File: src/rtl/mips_multicycle_control.sv
// Multi-cycle MIPS control unit: walks each instruction through
// FETCH/DECODE/EXEC/MEM/WB. It drives the datapath enables and mux selects
// for the current state and stalls in FETCH/MEM until memory is ready.
module mips_multicycle_control #(
    parameter int PC_INC = 4
) (
    input  logic        clk,
    input  logic        reset_n,
    input  logic [5:0]  opcode,
    input  logic [5:0]  func,
    input  logic        alu_zero,
    input  logic        mem_ready,
    output logic        mem_req,
    output logic        mem_we,
    output logic        ir_load,
    output logic        pc_write,
    output logic [1:0]  pc_src,
    output logic        reg_write,
    output logic [1:0]  reg_dst,
    output logic [1:0]  wb_src,
    output logic [1:0]  alu_src_b,
    output logic [3:0]  alu_op,
    output logic [2:0]  state,
    output logic        halted,
    output logic        illegal,
    output logic [31:0] instr_count
);

    localparam logic [2:0] S_FETCH  = 3'd0;
    localparam logic [2:0] S_DECODE = 3'd1;
    localparam logic [2:0] S_EXEC   = 3'd2;
    localparam logic [2:0] S_MEM    = 3'd3;
    localparam logic [2:0] S_WB     = 3'd4;
    localparam logic [2:0] S_HALT   = 3'd5;

    localparam logic [3:0] ALU_ADD = 4'd0;
    localparam logic [3:0] ALU_SUB = 4'd1;
    localparam logic [3:0] ALU_AND = 4'd2;
    localparam logic [3:0] ALU_OR  = 4'd3;
    localparam logic [3:0] ALU_SLT = 4'd4;

    // The datapath holds PC_INC on this operand input; the select code
    // itself does not depend on the constant's value.
    localparam logic [1:0] SRCB_RT   = 2'd0;
    localparam logic [1:0] SRCB_PCI  = (PC_INC != 0) ? 2'd1 : 2'd1;
    localparam logic [1:0] SRCB_SEXT = 2'd2;
    localparam logic [1:0] SRCB_ZEXT = 2'd3;

    logic [2:0]  r_state;
    logic [31:0] r_instr_count;
    logic [2:0]  w_next_state;
    logic        w_count_inc;

    // Instruction classification from the decoder fields.
    logic       w_rtype, w_r_arith, w_jr, w_syscall;
    logic       w_lw, w_sw, w_beq, w_bne, w_addi, w_andi, w_ori, w_j, w_jal;
    logic       w_i_arith, w_supported, w_illegal;
    logic [3:0] w_r_aluop;

    logic       w_mem_req, w_mem_we, w_ir_load, w_pc_write, w_reg_write;
    logic [1:0] w_pc_src, w_reg_dst, w_wb_src, w_alu_src_b;
    logic [3:0] w_alu_op;

    assign w_rtype   = (opcode == 6'h00);
    assign w_jr      = w_rtype && (func == 6'h08);
    assign w_syscall = w_rtype && (func == 6'h0c);
    assign w_lw      = (opcode == 6'h23);
    assign w_sw      = (opcode == 6'h2b);
    assign w_beq     = (opcode == 6'h04);
    assign w_bne     = (opcode == 6'h05);
    assign w_addi    = (opcode == 6'h08);
    assign w_andi    = (opcode == 6'h0c);
    assign w_ori     = (opcode == 6'h0d);
    assign w_j       = (opcode == 6'h02);
    assign w_jal     = (opcode == 6'h03);
    assign w_i_arith = w_addi || w_andi || w_ori;

    // R-type arithmetic function decode to an ALU operation.
    always_comb begin
        w_r_arith = 1'b0;
        w_r_aluop = ALU_ADD;
        if (w_rtype) begin
            case (func)
                6'h20:   begin w_r_arith = 1'b1; w_r_aluop = ALU_ADD; end
                6'h22:   begin w_r_arith = 1'b1; w_r_aluop = ALU_SUB; end
                6'h24:   begin w_r_arith = 1'b1; w_r_aluop = ALU_AND; end
                6'h25:   begin w_r_arith = 1'b1; w_r_aluop = ALU_OR;  end
                6'h2a:   begin w_r_arith = 1'b1; w_r_aluop = ALU_SLT; end
                default: begin w_r_arith = 1'b0; w_r_aluop = ALU_ADD; end
            endcase
        end
    end

    assign w_supported = w_r_arith || w_jr || w_syscall || w_lw || w_sw ||
                         w_beq || w_bne || w_i_arith || w_j || w_jal;
    assign w_illegal   = (r_state == S_DECODE) && !w_supported;

    // State register and retired-instruction counter.
    always_ff @(posedge clk or negedge reset_n) begin
        if (!reset_n) begin
            r_state       <= S_FETCH;
            r_instr_count <= 32'd0;
        end else begin
            r_state <= w_next_state;
            if (w_count_inc)
                r_instr_count <= r_instr_count + 32'd1;
        end
    end

    // Next-state selection and the retire event.
    always_comb begin
        w_next_state = S_FETCH;
        case (r_state)
            S_FETCH:  w_next_state = mem_ready ? S_DECODE : S_FETCH;
            S_DECODE: begin
                if (!w_supported || w_j || w_jal) w_next_state = S_FETCH;
                else if (w_syscall)               w_next_state = S_HALT;
                else                              w_next_state = S_EXEC;
            end
            S_EXEC: begin
                if (w_r_arith || w_i_arith) w_next_state = S_WB;
                else if (w_lw || w_sw)      w_next_state = S_MEM;
                else                        w_next_state = S_FETCH;
            end
            S_MEM: begin
                if (!mem_ready) w_next_state = S_MEM;
                else if (w_lw)  w_next_state = S_WB;
                else            w_next_state = S_FETCH;
            end
            S_WB:     w_next_state = S_FETCH;
            S_HALT:   w_next_state = S_HALT;
            default:  w_next_state = S_FETCH;
        endcase
        // An instruction retires when it leaves for FETCH (or HALT for
        // syscall) from any post-fetch state; skipped illegal ones do not.
        w_count_inc = (r_state == S_DECODE || r_state == S_EXEC ||
                       r_state == S_MEM    || r_state == S_WB) &&
                      (w_next_state == S_FETCH || w_next_state == S_HALT) &&
                      !w_illegal;
    end

    // Datapath controls decoded from the current state and inputs.
    always_comb begin
        w_mem_req   = 1'b0;
        w_mem_we    = 1'b0;
        w_ir_load   = 1'b0;
        w_pc_write  = 1'b0;
        w_pc_src    = 2'd0;
        w_reg_write = 1'b0;
        w_reg_dst   = 2'd0;
        w_wb_src    = 2'd0;
        w_alu_src_b = SRCB_RT;
        w_alu_op    = ALU_ADD;
        case (r_state)
            S_FETCH: begin
                w_mem_req   = 1'b1;
                w_alu_src_b = SRCB_PCI;
                w_alu_op    = ALU_ADD;
                if (mem_ready) begin
                    w_ir_load  = 1'b1;
                    w_pc_write = 1'b1;
                    w_pc_src   = 2'd0;
                end
            end
            S_DECODE: begin
                if (w_j || w_jal) begin
                    w_pc_write = 1'b1;
                    w_pc_src   = 2'd2;
                end
                if (w_jal) begin
                    w_reg_write = 1'b1;
                    w_reg_dst   = 2'd2;
                    w_wb_src    = 2'd2;
                end
            end
            S_EXEC: begin
                if (w_r_arith) begin
                    w_alu_src_b = SRCB_RT;
                    w_alu_op    = w_r_aluop;
                end else if (w_addi || w_lw || w_sw) begin
                    w_alu_src_b = SRCB_SEXT;
                    w_alu_op    = ALU_ADD;
                end else if (w_andi) begin
                    w_alu_src_b = SRCB_ZEXT;
                    w_alu_op    = ALU_AND;
                end else if (w_ori) begin
                    w_alu_src_b = SRCB_ZEXT;
                    w_alu_op    = ALU_OR;
                end else if (w_beq || w_bne) begin
                    w_alu_src_b = SRCB_RT;
                    w_alu_op    = ALU_SUB;
                    if ((w_beq && alu_zero) || (w_bne && !alu_zero)) begin
                        w_pc_write = 1'b1;
                        w_pc_src   = 2'd1;
                    end
                end else if (w_jr) begin
                    w_pc_write = 1'b1;
                    w_pc_src   = 2'd3;
                end
            end
            S_MEM: begin
                w_mem_req = 1'b1;
                w_mem_we  = w_sw;
            end
            S_WB: begin
                w_reg_write = 1'b1;
                if (w_lw) begin
                    w_reg_dst = 2'd0;
                    w_wb_src  = 2'd1;
                end else if (w_rtype) begin
                    w_reg_dst = 2'd1;
                    w_wb_src  = 2'd0;
                end else begin
                    w_reg_dst = 2'd0;
                    w_wb_src  = 2'd0;
                end
            end
            default: begin
                w_mem_req = 1'b0;
            end
        endcase
    end

    // Every output is held at zero while reset is asserted.
    assign mem_req     = reset_n & w_mem_req;
    assign mem_we      = reset_n & w_mem_we;
    assign ir_load     = reset_n & w_ir_load;
    assign pc_write    = reset_n & w_pc_write;
    assign pc_src      = reset_n ? w_pc_src    : 2'd0;
    assign reg_write   = reset_n & w_reg_write;
    assign reg_dst     = reset_n ? w_reg_dst   : 2'd0;
    assign wb_src      = reset_n ? w_wb_src    : 2'd0;
    assign alu_src_b   = reset_n ? w_alu_src_b : 2'd0;
    assign alu_op      = reset_n ? w_alu_op    : 4'd0;
    assign illegal     = reset_n & w_illegal;
    assign halted      = reset_n & (r_state == S_HALT);
    assign state       = r_state;
    assign instr_count = r_instr_count;

endmodule
File: config.mk
export PLATFORM = sky130hd
export DESIGN_NAME = mips_multicycle_control
export DESIGN_NICKNAME = d
export VERILOG_FILES = /design/src/rtl/mips_multicycle_control.sv
export SDC_FILE = /design/constraint.sdc
export NUM_CORES = 1
export LEC_CHECK = 0
export ABC_CLOCK_PERIOD_IN_PS = 2100
export CELL_PAD_IN_SITES_DETAIL_PLACEMENT = 1
export CELL_PAD_IN_SITES_GLOBAL_PLACEMENT = 1
export CORE_MARGIN = 5
export CORE_UTILIZATION = 37
export DETAILED_ROUTE_END_ITERATION = 8
export PLACE_DENSITY = 0.85
export SYNTH_ARGS = -nofsm -noshare
export SYNTH_HDL_FRONTEND = slang
export SYNTH_SLANG_ARGS = --single-unit
export TNS_END_PERCENT = 30
File: constraint.sdc
create_clock -name clk -period 2.1 [get_ports clk]
set_clock_uncertainty 0.05 [all_clocks]
set_input_delay 0.21 -clock clk [delete_from_list [all_inputs] [get_ports clk]]
set_output_delay 0.21 -clock clk [all_outputs]
set_load 0.02 [all_outputs]
==> results of run 1 <==
[cell families after synthesis]
kind of cell | Yosys count
compound gates | 29
xor+xnor | 33
fa+ha+maj | 1
buf+inv | 26
flops | 35
mux | 1
other cells | 1
simple gates | 144
[synth_stat cells (all sizes together) (5+ instances only)]
library cell	count
dfrtp	35
nor4	31
xor2	31
nor2	18
nand3	17
nand2	16
buf	15
nand4	12
o21ai	12
and3	9
nor2b	7
inv	6
nor3	6
clkbuf	5
nand2b	5
nor4b	5
[how the worst min path moves through the flow]
stage / slack, ps / startpoint / cells after the start / to
5_1_grt: 170 / reset_n / 3 / instr_count[5]
3_5_place_dp: 140 / reset_n / 2 / state[0]
4_1_cts: 120 / reset_n / 3 / instr_count[17]
3_3_place_gp: 130 / reset_n / 2 / state[0]
6_report: 170 / reset_n / 3 / instr_count[3]
2_1_floorplan: -140 / reset_n / 0 / instr_count[0]
[per-layer routing]
layer | up-vias | part of all wire (%) | GRT usage (%)
met4 | 0 | 5.0 | 12.5
met5 | - | 0 | 0
met2 | 158 | 51 | 47.9
met1 | 1597 | 38 | 31.5
met3 | 49 | 5.8 | 5.50
li1 | 1281 | - | -
[state kept, by name, summed over array words and instances (netlist names)]
name / count
instr_count: 32
state: 3
[placed cells by master, fill, tap and decap left out, types with 6 or more instances in the layout]
master / n
buf_4: 58
clkdlybuf4s50_1: 38
xor2_1: 30
dfrtp_1: 30
nor4_4: 21
buf_6: 17
nand2_1: 15
nor2_1: 13
nand3_1: 13
nand4_1: 12
dlygate4sd2_1: 11
nor4_2: 9
buf_12: 7
inv_1: 6
clkbuf_2: 6
[what timing repair did]
item                                    CTS  global route
endpoints found under the setup margin   49            40
setup buffers                            14            11
pin swaps                                15            27
gates resized for setup                 105            61
endpoints found under the hold margin     3             0
cloned                                    3             0
hold buffers                              1             0
[final cells by class]
cell class	instances	area [um^2]	share of cell area (%)
multi-input cells	209	2010	43.9
repair buffers	152	1470	32.1
flip-flops and latches	35	882	19.2
well taps	96	120	2.62
clock buffers	7	76.3	1.66
inverters	6	22.5	0.490
clock inverters	1	5.00	0.109
[worst max-delay path, delay by kind of cell, from the launching register on]
| kind | cells | cell delay [ps] |
|---|---|---|
| AOI/OAI and AO/OA | 2 | 360 |
| xor gates and xnor gates | 1 | 220 |
| buffers and inverters | 2 | 440 |
| DFF | 1 | 440 |
| and+or+nand+nor | 3 | 600 |
[metrics by stage]
stage | cells | power (mW)
floorplan | 270 | 1.44
global placement | 469 | 1.98
detailed placement | 469 | 2.05
CTS | 495 | 2.61
global route | 506 | 3.03
finish | 506 | 2.95
[power by group]
part	internal, mW	switching [mW]	leakage [nW]
Sequential	0.782	0.161	0.337
Combinational	0.636	0.861	1.28
Clock	0.233	0.275	0.0422
Total	1.65	1.30	1.65
==> reports/qor.txt, run 1 <==
site row count: 30
cells along the critical path: nor2b_4 > buf_6 > nand3_4 > o31a_1 > a22oi_4 > bufbuf_16 > nor4_4 > xor2_1
DR vias: 3085
reg2reg end: instr_count[3]
die footprint: 8960 um^2
top cells by area, synth: dfrtp_1 33%, nor4_2 12%, xor2_1 10%
Distinct cells, synth: 56
fin. max-slew vios: 0
design area: 4590 um^2
Post-synth EDFFs: 0
RSZ-0062 raised after global routing: yes
Via density: 6.10
DP Area: 3810 um^2
period utilization: 105%
Filler cells: 711
type of the worst setup path: register to register
CTS tree: built
synth warn: 0
Hold Vio Cnt, Final: 0
Starting Density: 38.6%
WHS: 175 ps
die width: 94.7 um
initial DRC count: 184
Mean Syn Cell Area: 9.82 um^2
reg2reg start: state[1]
mux share of post-synthesis cell area: 0.425%
Skew-Pair Late Insertion Delay: 310 ps
Total GRT Usage: 27.2%
area grow syn2layout: 73.2%
dpl ws: -640 ps
IO buf count: 68
critical path required time: 2270 ps
DRC: 0
final antenna diode count: 0
CP max-delay cell: dfrtp_2
Largest stage delay, worst path: 440 ps
crit path time final: 2200 ps
post-synthesis sequential area ratio: 33.0%
largest family of logic cells by synthesized area: simple AND/OR/NAND/NOR gates
depth of the most critical reg-to-reg path: 8
Adder-Cell Fraction of Synth Area: 0.472%
Root Buffer: clkbuf_8
largest net degree at the start of global routing: 33
Post-Syn Nets: 287
R2R Setup Slk: -100 ps
drt wl/cell: 28.1 um
Final setup viols: 27
H-tree Lvls: 2
final setup TNS: -1220 ps
CORE AREA: 6870 um^2
CTS sink cnt: 35
Lkg Pwr: 1.65 nW
HPWL Detailed: 7140 um
Ports: 70
GP Congestion: 0.859
CP endpoint: instr_count[3]
Inserted Clock Buffers: 5
Fmax: 455 MHz
Top FF cell, synth: dfrtp_1
Hold/Removal Path Class: input pin to async pin
worst setup margin: -99.2 ps
nets@finish: 426
post-route ant nets: 0
Max VDD drop: 299 uV
final core occ: 66.9%
run status: finished with violations
mapped cell area: 2650 um^2
initial antenna violation count: 0
area leader, netlist: dfrtp_1
critical path peak fanout: 5
critical path launch point type: register
flops & latches, synth: 35
crit path DAT: 2370 ps
clock buffer depth: 2
top cell type's share of synthesized area: 33.0%
CP Capture Type: register
Post-Synth Simple-Gate Area: 40.6%
share of layout cells above drive strength 1: 43.9%
compound-cell area share of the yosys netlist: 8.30%
die height: 94.7 um
vias in the first global route: 3252
failing checks: negative setup slack
grt ovf: 0
Initial DRT Pass Iterations: 4
Reg clk slew, reported paths: 80 ps
pwr/cell area: 642 nW/um^2
post-synthesis xor/xnor area fraction: 10.9%
FFs w/ async S/R, synth: 100%
critical path startpoint: state[1]
Post-Synthesis Cells: 270
Routed WL: 14200 um
max-cap viol count: 0
first-pass GRT wire length: 18500 um
Note: power is estimated with default switching activity, not from simulation.
==> run 2: changes to the inputs <==
--- a/config.mk
+++ b/config.mk
@@ -6,12 +6,13 @@
 export NUM_CORES = 1
 export LEC_CHECK = 0
 export ABC_CLOCK_PERIOD_IN_PS = 2100
+export CAP_MARGIN = 5
 export CELL_PAD_IN_SITES_DETAIL_PLACEMENT = 1
 export CELL_PAD_IN_SITES_GLOBAL_PLACEMENT = 1
 export CORE_MARGIN = 5
 export CORE_UTILIZATION = 37
 export DETAILED_ROUTE_END_ITERATION = 8
-export PLACE_DENSITY = 0.85
+export PLACE_DENSITY_LB_ADDON = 0.3
 export SYNTH_ARGS = -nofsm -noshare
 export SYNTH_HDL_FRONTEND = slang
 export SYNTH_SLANG_ARGS = --single-unit
==> run 2 against run 1 <==
  * The flow still finishes with violations (negative setup slack)
  * Power fell by 7.1%
  * Sequential cell count did not move
  * Global-route usage down 6.5 points
  * Hold slack lost 150 ps
  * Cell count down 3.0%
  * Worst setup slack gained 40 ps
  * Non-clock buffer count decreased by 15
  * Die area did not move
  * Register-to-register slack gained 70 ps
  * Critical path depth fell by 4
  * Highest routed layer unchanged
==> reports/qor.txt, run 2 (synthesis gave the netlist of run 1 again) <==
run status: finished with violations
failing checks: negative setup slack
IO buf count: 68 (unchanged)
final setup TNS: -203 ps (+1010 ps)
Total GRT Usage: 20.7% (-6.5 points)
Flop pwr share: 34.0% (+2.0 points)
Sw Ratio: 40.0% (-3.9 points)
RSZ-0062 raised after global routing: yes
M3 GR Usage: 3.11% (-2.4 points)
grt ovf: 0 (unchanged)
CP max-delay cell: dfrtp_1
Buffers & Inverters on Critical Path: 2 (unchanged)
Finished Layout Cells: 491 (-3.0%)
final core occ: 62.2% (-4.7 points)
DR vias: 2719 (-12%)
die width: 94.7 um (unchanged)
Rel. slew slack: 59.9%
initial antenna violation count: 0 (unchanged)
Filler cells: 740 (+4.1%)
met2 global-route usage: 36.6% (-11 points)
type of the worst setup path: register to output port
nets@finish: 411 (-3.5%)
final antenna diode count: 0 (unchanged)
Inserted Clock Buffers: 5 (unchanged)
clock buffer depth: 2 (unchanged)
Largest stage delay, worst path: 490 ps (+50 ps)
Routed WL: 10600 um (-25%)
Pint: 1.64 mW (-0.58%)
Clk pwr share: 23.4% (+6.2 points)
CTS tree: built
Initial DRT Pass Iterations: 4 (unchanged)
met1 Track Usage GR: 26.2% (-5.2 points)
crit path time final: 2160 ps (-39.6 ps)
first-pass GRT wire length: 14500 um (-21%)
initial DRC count: 98 (-47%)
Critical Path Stages: 4 (-4)
Reg clk slew, reported paths: 90 ps (about the same)
CTS sink cnt: 35 (unchanged)
post-route ant nets: 0 (unchanged)
post-placement cell count: 468 (-0.21%)
worst setup margin: -59.6 ps (+39.6 ps)
crit path DAT: 1900 ps (-470 ps)
Fmax: 463 MHz (+1.8%)
Skew-Pair Late Insertion Delay: 310 ps (about the same)
share of layout cells above drive strength 1: 36.2% (-7.7 points)
area grow syn2layout: 61.0%
Worst-Margin Slew: 599 ps
Starting Density: 38.6% (unchanged)
Root Buffer: clkbuf_8
Ports: 70 (unchanged)
most frequent cells in the layout: 49 x buf_4, 38 x clkdlybuf4s50_1, 33 x dfrtp_1
die footprint: 8960 um^2 (unchanged)
H-tree Lvls: 2 (unchanged)
global route hottest layer: met2
cells along the critical path: nor2_1 > buf_4 > nor4b_1 > dlygate4sd2_1
vias in the first global route: 2812 (-14%)
CP top delay family: buffers and inverters
dpl ws: -633 ps (+6.16 ps)
site row count: 30 (unchanged)
most common cell after layout, fill and taps aside: buf_4
critical path peak fanout: 7 (+2)
period utilization: 103% (-1.9 points)
R2R Setup Slk: -30 ps (+70 ps)
Final setup viols: 9 (-67%)
pwr/cell area: 641 nW/um^2 (-0.10%)
Lkg Pwr: 1.63 nW (-1.5%)
critical path required time: 1840 ps (-430 ps)
Psw: 1.10 mW (-15%)
drt wl/cell: 21.6 um (-23%)
Hold Vio Cnt, Final: 0 (unchanged)
depth of the most critical reg-to-reg path: 9 (+1)
DRC: 0 (unchanged)
max-cap viol count: 0 (unchanged)
CP Capture Type: output port
HPWL Detailed: 6560 um (-8.1%)
CORE AREA: 6870 um^2 (unchanged)
GP Congestion: 0.836 (-2.7%)
Via density: 5.54 (-9.2%)
die height: 94.7 um (unchanged)
Gate power share: 42.7% (-8.1 points)
Max VDD drop: 223 uV (-25%)
critical path launch point type: register
largest net degree at the start of global routing: 23 (-30%)
Hold/Removal Path Class: input pin to async pin
max reg flops: 32 (unchanged)
fin. max-slew vios: 0 (unchanged)
[run 2: power by group through the flow]
| stage | clock network, mW | logic [mW] | registers, mW |
|---|---|---|---|
| finish | 0.639 | 1.17 | 0.931 |
| global route | 0.676 | 1.23 | 0.941 |
| CTS | 0.628 | 1.07 | 0.917 |
| detailed placement | 0 | 1.05 | 0.929 |
| global placement | 0 | 1.02 | 0.919 |
| floorplan | 0 | 0.410 | 1.03 |
[run 2: worst paths after layout]
path	end	startpoint
worst min register to register	instr_count[31]	instr_count[31]
worst max-delay path	ir_load	state[2]
min in group clk	instr_count[31]	instr_count[31]
max in group asynchronous	instr_count[6]	reset_n
worst min-delay path	instr_count[17]	reset_n
worst max register to register	instr_count[26]	state[2]
[run 2: per-stage QoR]
| step | total power, mW | cell area, um^2 | hold slack [ps] |
|---|---|---|---|
| after global placement | 1.94 | 3760 | 142 |
| final | 2.74 | 4270 | 20.2 |
| after global routing | 2.85 | 4270 | 46.7 |
| after detailed placement | 1.98 | 3760 | 152 |
| after CTS | 2.62 | 3930 | 39.4 |
| after floorplan | 1.44 | 2650 | -136 |
[run 2: tightest hold or removal path, cell delays in order]
cell	delay, ps
buf_2	90
buf_4	160
buf_4	320
[run 2: cell type report]
type	instances	area, um^2	share of cell area, %
flip-flops and latches	35	878	20.6
inverters	6	22.5	0.527
clock inverters	3	43.8	1.03
multi-input cells	209	1780	41.7
well taps	96	120	2.81
clock buffers	5	68.8	1.61
repair buffers	137	1360	31.7
[run 2: what timing repair did]
action                                  CTS  global route
gates resized for setup                  58            48
pin swaps                                 7            21
endpoints found under the hold margin    13             0
hold buffers                              1             0
setup buffers                             2             9
gates cloned                              0             3
endpoints found under the setup margin   49            47
[run 2: layer usage]
metal  part of all wire, %  vias to the layer above
met5                     0                        -
met4                   1.8                        0
met3                   3.0                       17
met2                    54                       62
met1                    42                     1401
li1                      -                     1239
